==> src/rtl/ili9341_rect_fill_if.sv <==
// ili9341_rect_fill_if: fill-command handshake and frame-buffer write port of the rectangle-fill engine
interface ili9341_rect_fill_if #(
    parameter int ADDR_W = 17
);
    logic              cmdValid;
    logic              cmdReady;
    logic [7:0]        cmdX0;
    logic [7:0]        cmdX1;
    logic [8:0]        cmdY0;
    logic [8:0]        cmdY1;
    logic [15:0]       cmdColor;
    logic              cmdOutline;
    logic              fbWrEn;
    logic [ADDR_W-1:0] fbWrAddr;
    logic [15:0]       fbWrData;
    logic              fbWrReady;
    logic              busy;
    logic              done;

    modport master (
        output cmdValid, cmdX0, cmdX1, cmdY0, cmdY1, cmdColor, cmdOutline, fbWrReady,
        input  cmdReady, fbWrEn, fbWrAddr, fbWrData, busy, done
    );

    modport slave (
        input  cmdValid, cmdX0, cmdX1, cmdY0, cmdY1, cmdColor, cmdOutline, fbWrReady,
        output cmdReady, fbWrEn, fbWrAddr, fbWrData, busy, done
    );
endinterface

==> src/rtl/ili9341_rect_fill.sv <==
// ili9341_rect_fill: walks a rectangle row-major and writes one RGB565 pixel per accepted cycle
// into the ILI9341 frame buffer. Define RECT_FILL_OUTLINE_EN to honour cmdOutline (border only).
module ili9341_rect_fill #(
    parameter int COLS_  = 240,
    parameter int ROWS_  = 320,
    parameter int ADDR_W = 17
) (
    input  logic               CLK_I,
    input  logic               RST_I,
    ili9341_rect_fill_if.slave bus
);
    typedef enum logic [1:0] {IDLE, SETUP, FILL, DONE} state_t;

    localparam logic [7:0] X_MAX = 8'(COLS_ - 1);
    localparam logic [8:0] Y_MAX = 9'(ROWS_ - 1);

    state_t            state, nextState;
    logic [7:0]        xL, xR, x, xLo, xHi, xNext;
    logic [8:0]        yT, yB, y, yLo, yHi;
    logic [ADDR_W-1:0] rowBase, rowInit;
    logic [15:0]       color;
    logic              empty, fire, lastX, lastY;
`ifdef RECT_FILL_OUTLINE_EN
    logic              outline;
`else
    logic              unusedOutline;
    assign unusedOutline = bus.cmdOutline;
`endif

    // Order the latched raw bounds; first row base is a shift-add of the constant column count
    always_comb begin
        xLo   = (xL < xR) ? xL : xR;
        xHi   = (xL < xR) ? xR : xL;
        yLo   = (yT < yB) ? yT : yB;
        yHi   = (yT < yB) ? yB : yT;
        empty = (xLo > X_MAX) || (yLo > Y_MAX);
        rowInit = '0;
        for (int i = 0; i < ADDR_W; i++)
            rowInit = COLS_[i] ? rowInit + (ADDR_W'(yLo) << i) : rowInit;
    end

    // Cursor stepping; in outline mode middle rows jump straight from left to right edge
    always_comb begin
        fire  = (state == FILL) && bus.fbWrReady;
        lastX = (x == xR);
        lastY = (y == yB);
`ifdef RECT_FILL_OUTLINE_EN
        xNext = (outline && x == xL && y != yT && y != yB) ? xR : x + 8'd1;
`else
        xNext = x + 8'd1;
`endif
    end

    // State register
    always_ff @(posedge CLK_I or negedge RST_I) begin
        if (!RST_I) state <= IDLE;
        else        state <= nextState;
    end

    // Next-state logic
    always_comb begin
        nextState = state;
        case (state)
            IDLE:    nextState = bus.cmdValid ? SETUP : IDLE;
            SETUP:   nextState = empty ? DONE : FILL;
            FILL:    nextState = (fire && lastX && lastY) ? DONE : FILL;
            default: nextState = IDLE;
        endcase
    end

    // Outputs decoded from state; address is the running row base plus the column
    always_comb begin
        bus.cmdReady = (state == IDLE);
        bus.busy     = (state != IDLE);
        bus.fbWrEn   = (state == FILL);
        bus.done     = (state == DONE);
        bus.fbWrAddr = rowBase + ADDR_W'(x);
        bus.fbWrData = color;
    end

    // Command latch, bound normalisation and pixel cursor
    always_ff @(posedge CLK_I or negedge RST_I) begin
        if (!RST_I) begin
            xL      <= '0;
            xR      <= '0;
            yT      <= '0;
            yB      <= '0;
            x       <= '0;
            y       <= '0;
            rowBase <= '0;
            color   <= '0;
`ifdef RECT_FILL_OUTLINE_EN
            outline <= 1'b0;
`endif
        end else if (state == IDLE && bus.cmdValid) begin
            xL    <= bus.cmdX0;
            xR    <= bus.cmdX1;
            yT    <= bus.cmdY0;
            yB    <= bus.cmdY1;
            color <= bus.cmdColor;
`ifdef RECT_FILL_OUTLINE_EN
            outline <= bus.cmdOutline;
`endif
        end else if (state == SETUP) begin
            xL      <= xLo;
            xR      <= (xHi > X_MAX) ? X_MAX : xHi;
            yT      <= yLo;
            yB      <= (yHi > Y_MAX) ? Y_MAX : yHi;
            x       <= xLo;
            y       <= yLo;
            rowBase <= rowInit;
        end else if (fire) begin
            x <= lastX ? xL : xNext;
            if (lastX && !lastY) begin
                y       <= y + 9'd1;
                rowBase <= rowBase + ADDR_W'(COLS_);
            end
        end
    end
endmodule

==> src/flat_wrapper.sv <==
// flat-port wrapper written by rule: the top's interface ports become plain ports
module ili9341_rect_fill_flat 
#(
    parameter int COLS_  = 240,
    parameter int ROWS_  = 320,
    parameter int ADDR_W = 17
)
  (CLK_I, RST_I, bus_cmdValid, bus_cmdX0, bus_cmdX1, bus_cmdY0, bus_cmdY1, bus_cmdColor, bus_cmdOutline, bus_fbWrReady, bus_cmdReady, bus_fbWrEn, bus_fbWrAddr, bus_fbWrData, bus_busy, bus_done);
  ili9341_rect_fill_if #(.ADDR_W(ADDR_W)) bus_i ();
  input  logic CLK_I;
  input  logic RST_I;
  input wire logic [$bits(bus_i.cmdValid)-1:0] bus_cmdValid;
  input wire logic [$bits(bus_i.cmdX0)-1:0] bus_cmdX0;
  input wire logic [$bits(bus_i.cmdX1)-1:0] bus_cmdX1;
  input wire logic [$bits(bus_i.cmdY0)-1:0] bus_cmdY0;
  input wire logic [$bits(bus_i.cmdY1)-1:0] bus_cmdY1;
  input wire logic [$bits(bus_i.cmdColor)-1:0] bus_cmdColor;
  input wire logic [$bits(bus_i.cmdOutline)-1:0] bus_cmdOutline;
  input wire logic [$bits(bus_i.fbWrReady)-1:0] bus_fbWrReady;
  output wire logic [$bits(bus_i.cmdReady)-1:0] bus_cmdReady;
  output wire logic [$bits(bus_i.fbWrEn)-1:0] bus_fbWrEn;
  output wire logic [$bits(bus_i.fbWrAddr)-1:0] bus_fbWrAddr;
  output wire logic [$bits(bus_i.fbWrData)-1:0] bus_fbWrData;
  output wire logic [$bits(bus_i.busy)-1:0] bus_busy;
  output wire logic [$bits(bus_i.done)-1:0] bus_done;
  assign bus_i.cmdValid = bus_cmdValid;
  assign bus_i.cmdX0 = bus_cmdX0;
  assign bus_i.cmdX1 = bus_cmdX1;
  assign bus_i.cmdY0 = bus_cmdY0;
  assign bus_i.cmdY1 = bus_cmdY1;
  assign bus_i.cmdColor = bus_cmdColor;
  assign bus_i.cmdOutline = bus_cmdOutline;
  assign bus_i.fbWrReady = bus_fbWrReady;
  assign bus_cmdReady = bus_i.cmdReady;
  assign bus_fbWrEn = bus_i.fbWrEn;
  assign bus_fbWrAddr = bus_i.fbWrAddr;
  assign bus_fbWrData = bus_i.fbWrData;
  assign bus_busy = bus_i.busy;
  assign bus_done = bus_i.done;
  ili9341_rect_fill #(.COLS_(COLS_), .ROWS_(ROWS_), .ADDR_W(ADDR_W)) u_core (.CLK_I(CLK_I), .RST_I(RST_I), .bus(bus_i));
endmodule
==> config.mk <==
export PLATFORM = sky130hd
export DESIGN_NAME = ili9341_rect_fill_flat
export DESIGN_NICKNAME = d
export VERILOG_FILES = /design/src/rtl/ili9341_rect_fill_if.sv /design/src/rtl/ili9341_rect_fill.sv /design/src/flat_wrapper.sv
export SDC_FILE = /design/constraint.sdc
export NUM_CORES = 1
export LEC_CHECK = 0
export BUFFER_PORTS_ARGS = -buffer_cell sky130_fd_sc_hd__buf_2
export CORE_MARGIN = 2
export CORE_UTILIZATION = 50
export DETAILED_ROUTE_END_ITERATION = 12
export GPL_ROUTABILITY_DRIVEN = 1
export PLACE_DENSITY = 0.71
export SLEW_MARGIN = 20
export SYNTH_ARGS = -nofsm -noshare
export SYNTH_HDL_FRONTEND = slang
export SYNTH_SLANG_ARGS = --single-unit
export TNS_END_PERCENT = 10
==> constraint.sdc <==
create_clock -name CLK_I -period 5.7 [get_ports CLK_I]
set_input_delay 1.14 -clock CLK_I [delete_from_list [all_inputs] [get_ports CLK_I]]
set_output_delay 1.14 -clock CLK_I [all_outputs]
set_load 0.01 [all_outputs]
==> results of run 1 <==
[synth_stat cells, drive strengths merged, types with 17 or more instances]
cell type,n
nand2,129
xor2,18
nand3,21
clkbuf,32
o21ai,62
ha,51
mux2i,17
inv,42
dfrtp,82
xnor2,37
nor2,63
a21oi,52
[final cells by class]
type                            instances  share of cell area
Clock buffer                           13              0.0371
Clock inverter                          3             0.00636
Inverter                               42              0.0216
Multi-Input combinational cell        603               0.540
Sequential cell                        82               0.282
Tap cell                              172              0.0295
Timing Repair Buffer                  108              0.0830
[registers in the layout, summed over array words and instances (netlist names)]
name,flops
u_core.bus.fbWrData,16
u_core.rowBase,13
u_core.yB,9
u_core.yT,9
u_core.y,9
u_core.xL,8
u_core.xR,8
u_core.x,8
u_core.state,2
[final timing paths]
check	slack, ns	depth (start not counted)	start	end
min in group asynchronous	0.83	1	RST_I	u_core.xL[5]$_DFFE_PN0P_
hold / removal	0.47	2	u_core.bus.fbWrData[3]$_DFFE_PN0P_	u_core.bus.fbWrData[3]$_DFFE_PN0P_
hold reg to reg	0.47	2	u_core.bus.fbWrData[3]$_DFFE_PN0P_	u_core.bus.fbWrData[3]$_DFFE_PN0P_
setup reg to reg	0.34	25	u_core.yB[2]$_DFFE_PN0P_	u_core.rowBase[15]$_DFFE_PN0P_
max in group asynchronous	4.27	1	RST_I	u_core.yB[3]$_DFFE_PN0P_
setup / recovery	0.34	25	u_core.yB[2]$_DFFE_PN0P_	u_core.rowBase[15]$_DFFE_PN0P_
[cells by family (layout without fill, tap and decap cells)]
logic type | count (synthesis) | after routing | synth area share
AOI/OAI and AO/OA | 201 | 201 | 0.205
xor gates and xnor gates | 55 | 55 | 0.0763
adders and majority gates | 56 | 56 | 0.114
buffers and inverters | 85 | 166 | 0.0553
DFF | 82 | 82 | 0.325
muxes | 22 | 22 | 0.0377
and+or+nand+nor | 269 | 269 | 0.187
[per-layer routing]
layer,track usage,up-vias
met2,0.380,177
met1,0.315,2741
met3,0.0420,22
met5,0,-
met4,0.0865,0
li1,-,2828
[worst max-delay path: stages (launching register included)]
cell	delay [ns]
dfrtp_2	0.41
inv_1	0.09
ha_1	0.33
a21oi_1	0.17
o21ai_1	0.13
a211oi_4	0.28
buf_12	0.20
buf_4	0.21
o21ai_1	0.10
ha_2	0.32
o211ai_1	0.17
nand2_1	0.08
mux4_2	0.50
o311ai_2	0.13
xnor2_1	0.11
ha_1	0.31
inv_1	0.07
fa_1	0.46
nor2b_1	0.11
o21ai_0	0.09
a21boi_0	0.20
o21ai_1	0.10
a21oi_1	0.19
mux2i_1	0.23
nor2_1	0.07
o22a_1	0.18
[stage by stage]
stage	std cells	setup slack, ns	hold WS (ns)	utilization
3_5_place_dp	1007	0.112	0.458	0.557
6_report	1023	0.342	0.470	0.584
3_3_place_gp	1007	0.291	0.454	0.557
2_1_floorplan	770	0.570	0.495	-
5_1_grt	1023	0.00667	0.488	0.584
4_1_cts	1023	0.0957	0.473	0.583
[repair_timing]
action | 4_1_cts | 5_1_grt
endpoints found under the setup margin | 0 | 5
setup buffers | 0 | 0
gates resized for setup | 0 | 7
==> results by group, run 1 <==
Outcome
  – Status: finished clean

Floorplanning
  – Chip height: 116 um
  – Die Width: 116 um
  – Core Region: 12500 um^2
  – IO Pins: 92
  – Die Area: 13500 um^2
  – Site Rows: 41
  – Initial Util: 0.506

Clock network
  – Root Driver: clkbuf_16
  – Htree depth: 3
  – Clk sink count: 82
  – CTS max path bufs: 2
  – Hold Buf Count CTS: 0
  – Clock latency at the later pin of the worst-skew pair: 0.34 ns
  – CTS tree: done
  – Reg clk slew, reported paths: 0.06 ns
  – Inserted Clock Buffers: 9

Worst setup path
  – Crit path capture type: flop
  – WP data required: 5.93 ns
  – Critical path startpoint category: flop
  – CP arrival: 5.58 ns
  – CP Class: flop to flop
  – Maximum fanout along the worst path: 17

Finish
  – Design Area, Final: 7280 um^2
  – Footprint of the multi-input gates: 3940 um^2
  – Commonest non-fill, non-tap cell in the layout: nand2_1
  – ANT cells: 0
  – Share of cells above drive strength 1: 0.180
  – Final-stage net count: 955
  – Layout area overhead: 15.4%
  – Fill cell count: 1114
  – Area occupied by registers: 2060 um^2
  – Most frequent cells in the layout: nand2_1, buf_2, dfrtp_1

STA
  – Setup TNS: 0 ns
  – Setup Viol. Count Final: 0
  – Fin. max-slew vios: 0
  – Final Skew: 0.00549 ns
  – Max Clock Freq: 0.187 GHz
  – Relative slew slack: 0.370
  – RSZ-0062 raised after global routing: false
  – Tcrit/Tclk final: 0.940
  – Final hold vios: 0
  – Final worst path period need: 5.36 ns
  – Worst-Margin Slew: 0.944 ns

Job
  – Max-cap violation count: 0

Detailed routing
  – DRC: 0
  – WL per Instance: 15.2 um
  – Met2 WL: 7390 um
  – DR top layer: met4
  – Post-route ant nets: 0
  – WL met1: 7010 um
  – Drt first pass iters: 5
  – Vias per inst: 5.64
  – Routed Wire Length: 15500 um
  – Routed wl met3: 837 um
  – Via count: 5768
  – 1st-iter DRT viols: 398

Yosys
  – Area leader, netlist: dfrtp_1
  – Top cells by area, synth: dfrtp_1, ha_1, nand2_1
  – Cells after synthesis: 770
  – Cell variety after synth: 58
  – Number of synthesized flops with an enable pin: 0
  – FF+latch count, synth: 82
  – Cell Area, Synth: 6310 um^2
  – Top-area cell type share of the netlist area: 0.325
  – Post-synth ARST share: 1.00
  – Primary FF master, synth: dfrtp_1
  – Syn nets: 879
  – Register area share after synthesis: 0.325
  – Synth Warn #: 0
  – Average size of a mapped cell: 8.20 um^2

Global routing
  – GR Overflow Total: 0
  – First-pass GRT wire length: 25200 um
  – Initial antenna violation count: 0
  – Vias in the first global route: 5442
  – Total GRT Usage: 0.234
  – Largest net degree at the start of global routing: 83

Placement
  – DP Area: 6950 um^2
  – Placed wire-length estimate: 11300 um
  – RD Place Congestion: 0.912
  – Port bufs: 90

Worst hold path
  – Worst min-delay path class: flop to flop
Power of run 1 is not shown: default switching activity piles up to over one toggle a cycle in this logic, so the estimate is an artifact.
==> run 2, diff against run 1 <==
RECOVER_POWER = 50   (was not set)
==> run 2 against run 1 <==
Net effect:
- the run now ends with capacitance limit, slew limit left
- design area decreased by 0.29%
- register-to-register slack is essentially flat
- first-iteration DRC count is 2.5% lower
- utilization shrank 0.17 points
- non-clock buffer count did not move
- routed wire length down 0.36%
- global-route usage unchanged
- critical path depth stayed put
- critical path type unchanged
==> results by group, run 2 (synthesis results as in run 1) <==
Outcome
  – Status: finished with violations
  – Failing checks: capacitance limit, slew limit

STA
  – Tcrit/Tclk final: 0.940
  – Setup TNS: 0 ns
  – Final Skew: 0.00543 ns
  – Worst-Margin Slew: 3.83 ns
  – RSZ-0062 raised after global routing: false
  – Setup Viol. Count Final: 0
  – Max Clock Freq: 0.187 GHz
  – Final hold vios: 0
  – Final worst path period need: 5.36 ns
  – Relative slew slack: -1.55
  – Fin. max-slew vios: 145

Worst hold path
  – Worst min-delay path class: flop to flop

Floorplanning
  – Chip height: 116 um
  – Core Region: 12500 um^2
  – IO Pins: 92
  – Die Area: 13500 um^2
  – Site Rows: 41
  – Initial Util: 0.506
  – Die Width: 116 um

Worst setup path
  – Maximum fanout along the worst path: 17
  – CP Class: flop to flop
  – WP data required: 5.93 ns
  – Crit-path max cell delay: 0.50 ns
  – Crit path top cell by count: o21ai_1
  – CP arrival: 5.59 ns
  – Critical path startpoint category: flop
  – Slowest cell on crit path: mux4_2
  – Crit path capture type: flop

Detailed routing
  – Routed wl met3: 867 um
  – Met2 WL: 7400 um
  – DR top layer: met4
  – Routed Wire Length: 15400 um
  – Post-route ant nets: 0
  – DRC: 0
  – Via count: 5784
  – WL per Instance: 15.1 um
  – Drt first pass iters: 5
  – 1st-iter DRT viols: 388
  – Vias per inst: 5.65
  – WL met1: 6930 um

Global routing
  – Largest net degree at the start of global routing: 83
  – Vias in the first global route: 5442
  – GR Overflow Total: 0
  – First-pass GRT wire length: 25200 um
  – Total GRT Usage: 0.234
  – Initial antenna violation count: 0

Finish
  – ANT cells: 0
  – Most frequent cells in the layout: nand2_1, dfrtp_1, buf_2
  – Share of cells above drive strength 1: 0.160
  – Max reg flops: 16
  – Final-stage net count: 955
  – Post-layout util: 0.583
  – Layout area overhead: 15.1%
  – Commonest non-fill, non-tap cell in the layout: nand2_1

Clock network
  – CTS tree: done
  – Clock latency at the later pin of the worst-skew pair: 0.34 ns
  – Root Driver: clkbuf_16
  – Postcts setup bufs: 0
  – Clk sink count: 82
  – Hold Buf Count CTS: 0
  – Htree depth: 3
  – Reg clk slew, reported paths: 0.06 ns
  – Inserted Clock Buffers: 9
  – CTS max path bufs: 2

Job
  – Max-cap violation count: 2

Placement
  – RD Place Congestion: 0.912
  – Placed wire-length estimate: 11300 um
  – Port bufs: 90
-- run 2: cell count changes in the layout (fill, tap and decap cells not counted), sizes merged --
cell / delta
clkbuf: +15
buf: -16
clkdlybuf4s25: +1
-- run 2: layer usage --
| layer | global-route usage | up-vias |
|---|---|---|
| li1 | - | 2828 |
| met3 | 0.0420 | 19 |
| met1 | 0.315 | 2758 |
| met2 | 0.380 | 179 |
| met4 | 0.0865 | 0 |
| met5 | 0 | - |
-- run 2: worst paths after layout --
| check | slack, ns | to | startpoint | depth (start not counted) |
|---|---|---|---|---|
| setup reg to reg | 0.34 | u_core.rowBase[15]$_DFFE_PN0P_ | u_core.yB[2]$_DFFE_PN0P_ | 25 |
| min in group asynchronous | 2.32 | u_core.xL[5]$_DFFE_PN0P_ | RST_I | 1 |
| hold reg to reg | 0.47 | u_core.bus.fbWrData[3]$_DFFE_PN0P_ | u_core.bus.fbWrData[3]$_DFFE_PN0P_ | 2 |
| setup / recovery | 0.34 | u_core.rowBase[15]$_DFFE_PN0P_ | u_core.yB[2]$_DFFE_PN0P_ | 25 |
| max in group asynchronous | 0.89 | u_core.yB[3]$_DFFE_PN0P_ | RST_I | 1 |
| hold / removal | 0.47 | u_core.bus.fbWrData[3]$_DFFE_PN0P_ | u_core.bus.fbWrData[3]$_DFFE_PN0P_ | 2 |
-- run 2: through the flow --
stage | instance area, um^2 | setup WS (ns) | cells | hold WS [ns]
floorplan | 6310 | 0.570 | 770 | 0.495
global placement | 6950 | 0.291 | 1007 | 0.454
detailed placement | 6950 | 0.112 | 1007 | 0.458
CTS | 7260 | 0.0957 | 1023 | 0.473
global route | 7260 | 0.00667 | 1023 | 0.492
finish | 7260 | 0.341 | 1023 | 0.473
-- run 2: area by class of cell --
type / count / area [um^2]
Sequential cell: 82 / 2060
Inverter: 42 / 158
Multi-Input combinational cell: 603 / 3930
Tap cell: 172 / 215
Fill cell: 1117 / 5200
Timing Repair Buffer: 108 / 584
Clock buffer: 13 / 270
Clock inverter: 3 / 46.3
-- run 2: timing repair --
action | in CTS | in global routing
resized for setup | 0 | 7
endpoints found under the setup margin | 0 | 5
endpoints found under the hold margin | 0 | 0
-- run 2: worst max-delay path, delay by kind of cell, from the launching register on --
kind / cells / cell delay, ns
AOI/OAI and AO/OA: 11 / 1.74
adders and majority gates: 4 / 1.41
muxes: 2 / 0.73
buffers and inverters: 4 / 0.57
DFF: 1 / 0.42
and+or+nand+nor: 3 / 0.26
xor gates and xnor gates: 1 / 0.11
Power of run 2 is left out for the same reason.
==> run 3, diff against run 2 <==
CORE_UTILIZATION = 55   (was 50)
PLACE_DENSITY = 0.77   (was 0.71)
==> run 3 against run 2 <==
Net effect:
- the flow still finishes with violations (capacitance limit, slew limit)
- register-to-register slack barely moved
- via count down 0.21%
- design area fell by 0.10%
- hold slack better by 0.0019 ns
- non-clock buffer count did not move
==> results by group, run 3 (synthesis results as in run 1) <==
Finish
  – Share of cells above drive strength 1: 0.156
  – Fill cell count: 983
  – Most frequent cells in the layout: nand2_1, dfrtp_1, buf_2
  – ANT cells: 0
  – Layout area overhead: 15.0%
  – Design Area, Final: 7260 um^2
  – Max reg flops: 16
  – Final-stage net count: 955
  – Commonest non-fill, non-tap cell in the layout: nand2_1

Clock network
  – CTS tree: done
  – CTS max path bufs: 2
  – Postcts setup bufs: 0
  – Clk sink count: 82
  – Reg clk slew, reported paths: 0.07 ns
  – Clock latency at the later pin of the worst-skew pair: 0.35 ns
  – Inserted Clock Buffers: 9
  – Htree depth: 3
  – Root Driver: clkbuf_16

Floorplanning
  – IO Pins: 92
  – Die Width: 111 um
  – Chip height: 111 um
  – Core Region: 11300 um^2
  – Initial Util: 0.557
  – Die Area: 12300 um^2
  – Site Rows: 39

STA
  – Relative slew slack: -1.52
  – Final hold vios: 0
  – Tcrit/Tclk final: 0.940
  – Final Skew: 0.0106 ns
  – Worst-Margin Slew: 3.79 ns
  – Fin. max-slew vios: 145
  – RSZ-0062 raised after global routing: true
  – Final worst path period need: 5.36 ns
  – Setup Viol. Count Final: 0
  – Max Clock Freq: 0.187 GHz

Detailed routing
  – Post-route ant nets: 0
  – Via count: 5772
  – Drt first pass iters: 5
  – WL per Instance: 15.6 um
  – DRC: 0
  – Vias per inst: 5.81
  – 1st-iter DRT viols: 484
  – Routed Wire Length: 15500 um

Global routing
  – First-pass GRT wire length: 26300 um
  – Vias in the first global route: 5644
  – Total GRT Usage: 0.258
  – GR Overflow Total: 0
  – Largest net degree at the start of global routing: 83
  – Initial antenna violation count: 0

Worst setup path
  – Crit path capture type: flop
  – WP data required: 5.93 ns
  – Crit path top cell by count: ha_1
  – WP buf/inv: 2
  – CP Class: flop to flop
  – Crit-path max cell delay: 0.48 ns
  – Maximum fanout along the worst path: 30
  – Critical path's top delay family: compound AO/OA/AOI/OAI gates
  – CP arrival: 5.59 ns
  – Slowest cell on crit path: or3b_2
  – Critical path startpoint category: flop

Job
  – Max-cap violation count: 2

Outcome
  – Failing checks: capacitance limit, slew limit
  – Status: finished with violations

Placement
  – Port bufs: 90
  – DP Area: 6910 um^2
  – Placed wire-length estimate: 11000 um
  – RD Place Congestion: 0.897

Worst hold path
  – Worst min-delay path class: flop to flop
[run 3: path summary, 6_finish.rpt]
path,endpoint,slack [ns],cells after the start,from
min in group asynchronous,u_core.rowBase[16]$_DFFE_PN0P_,2.32,1,RST_I
min,u_core.bus.fbWrData[8]$_DFFE_PN0P_,0.47,2,u_core.bus.fbWrData[8]$_DFFE_PN0P_
max reg2reg,u_core.rowBase[14]$_DFFE_PN0P_,0.34,25,u_core.yB[2]$_DFFE_PN0P_
max,u_core.rowBase[14]$_DFFE_PN0P_,0.34,25,u_core.yB[2]$_DFFE_PN0P_
max in group asynchronous,u_core.yB[4]$_DFFE_PN0P_,0.94,1,RST_I
min reg2reg,u_core.bus.fbWrData[8]$_DFFE_PN0P_,0.47,2,u_core.bus.fbWrData[8]$_DFFE_PN0P_
[run 3: area by class of cell]
cell class                      count  area (um^2)  share of cell area
Clock inverter                      4         98.8              0.0136
Multi-Input combinational cell    603         3940               0.542
Tap cell                          143          179              0.0247
Clock buffer                       12          246              0.0340
Inverter                           42          158              0.0217
Timing Repair Buffer              108          584              0.0805
Sequential cell                    82         2050               0.283
[run 3: stage by stage]
| stage | setup TNS (ns) | utilization | setup WS, ns | instances | hold WS (ns) |
|---|---|---|---|---|---|
| 2_1_floorplan | 0 | - | 0.570 | 770 | 0.495 |
| 3_3_place_gp | 0 | 0.610 | 0.312 | 978 | 0.454 |
| 3_5_place_dp | 0 | 0.610 | 0.257 | 978 | 0.462 |
| 4_1_cts | 0 | 0.641 | 0.207 | 994 | 0.477 |
| 5_1_grt | -0.0104 | 0.641 | -0.00622 | 994 | 0.502 |
| 6_report | 0 | 0.641 | 0.343 | 994 | 0.474 |
[run 3: timing repair]
| item | 4_1_cts | 5_1_grt |
|---|---|---|
| endpoints found under the hold margin | 0 | 0 |
| hold buffers | 0 | 0 |
| setup endpoints to repair | 0 | 5 |
| resized for setup | 0 | 7 |
[run 3: per-layer routing]
metal / global-route usage / share of wire / vias to the layer above
met4: 0.0765 / 0.014 / 0
met3: 0.0492 / 0.055 / 18
met2: 0.428 / 0.49 / 165
met5: 0 / 0 / -
li1: - / - / 2843
met1: 0.344 / 0.44 / 2746
[run 3: tightest hold or removal path, cell delays in order, from the launching register on]
cell and delay [ns]:
dfrtp_1 0.34, nand2_1 0.05, nand2_1 0.05
Power of run 3 is left out for the same reason.
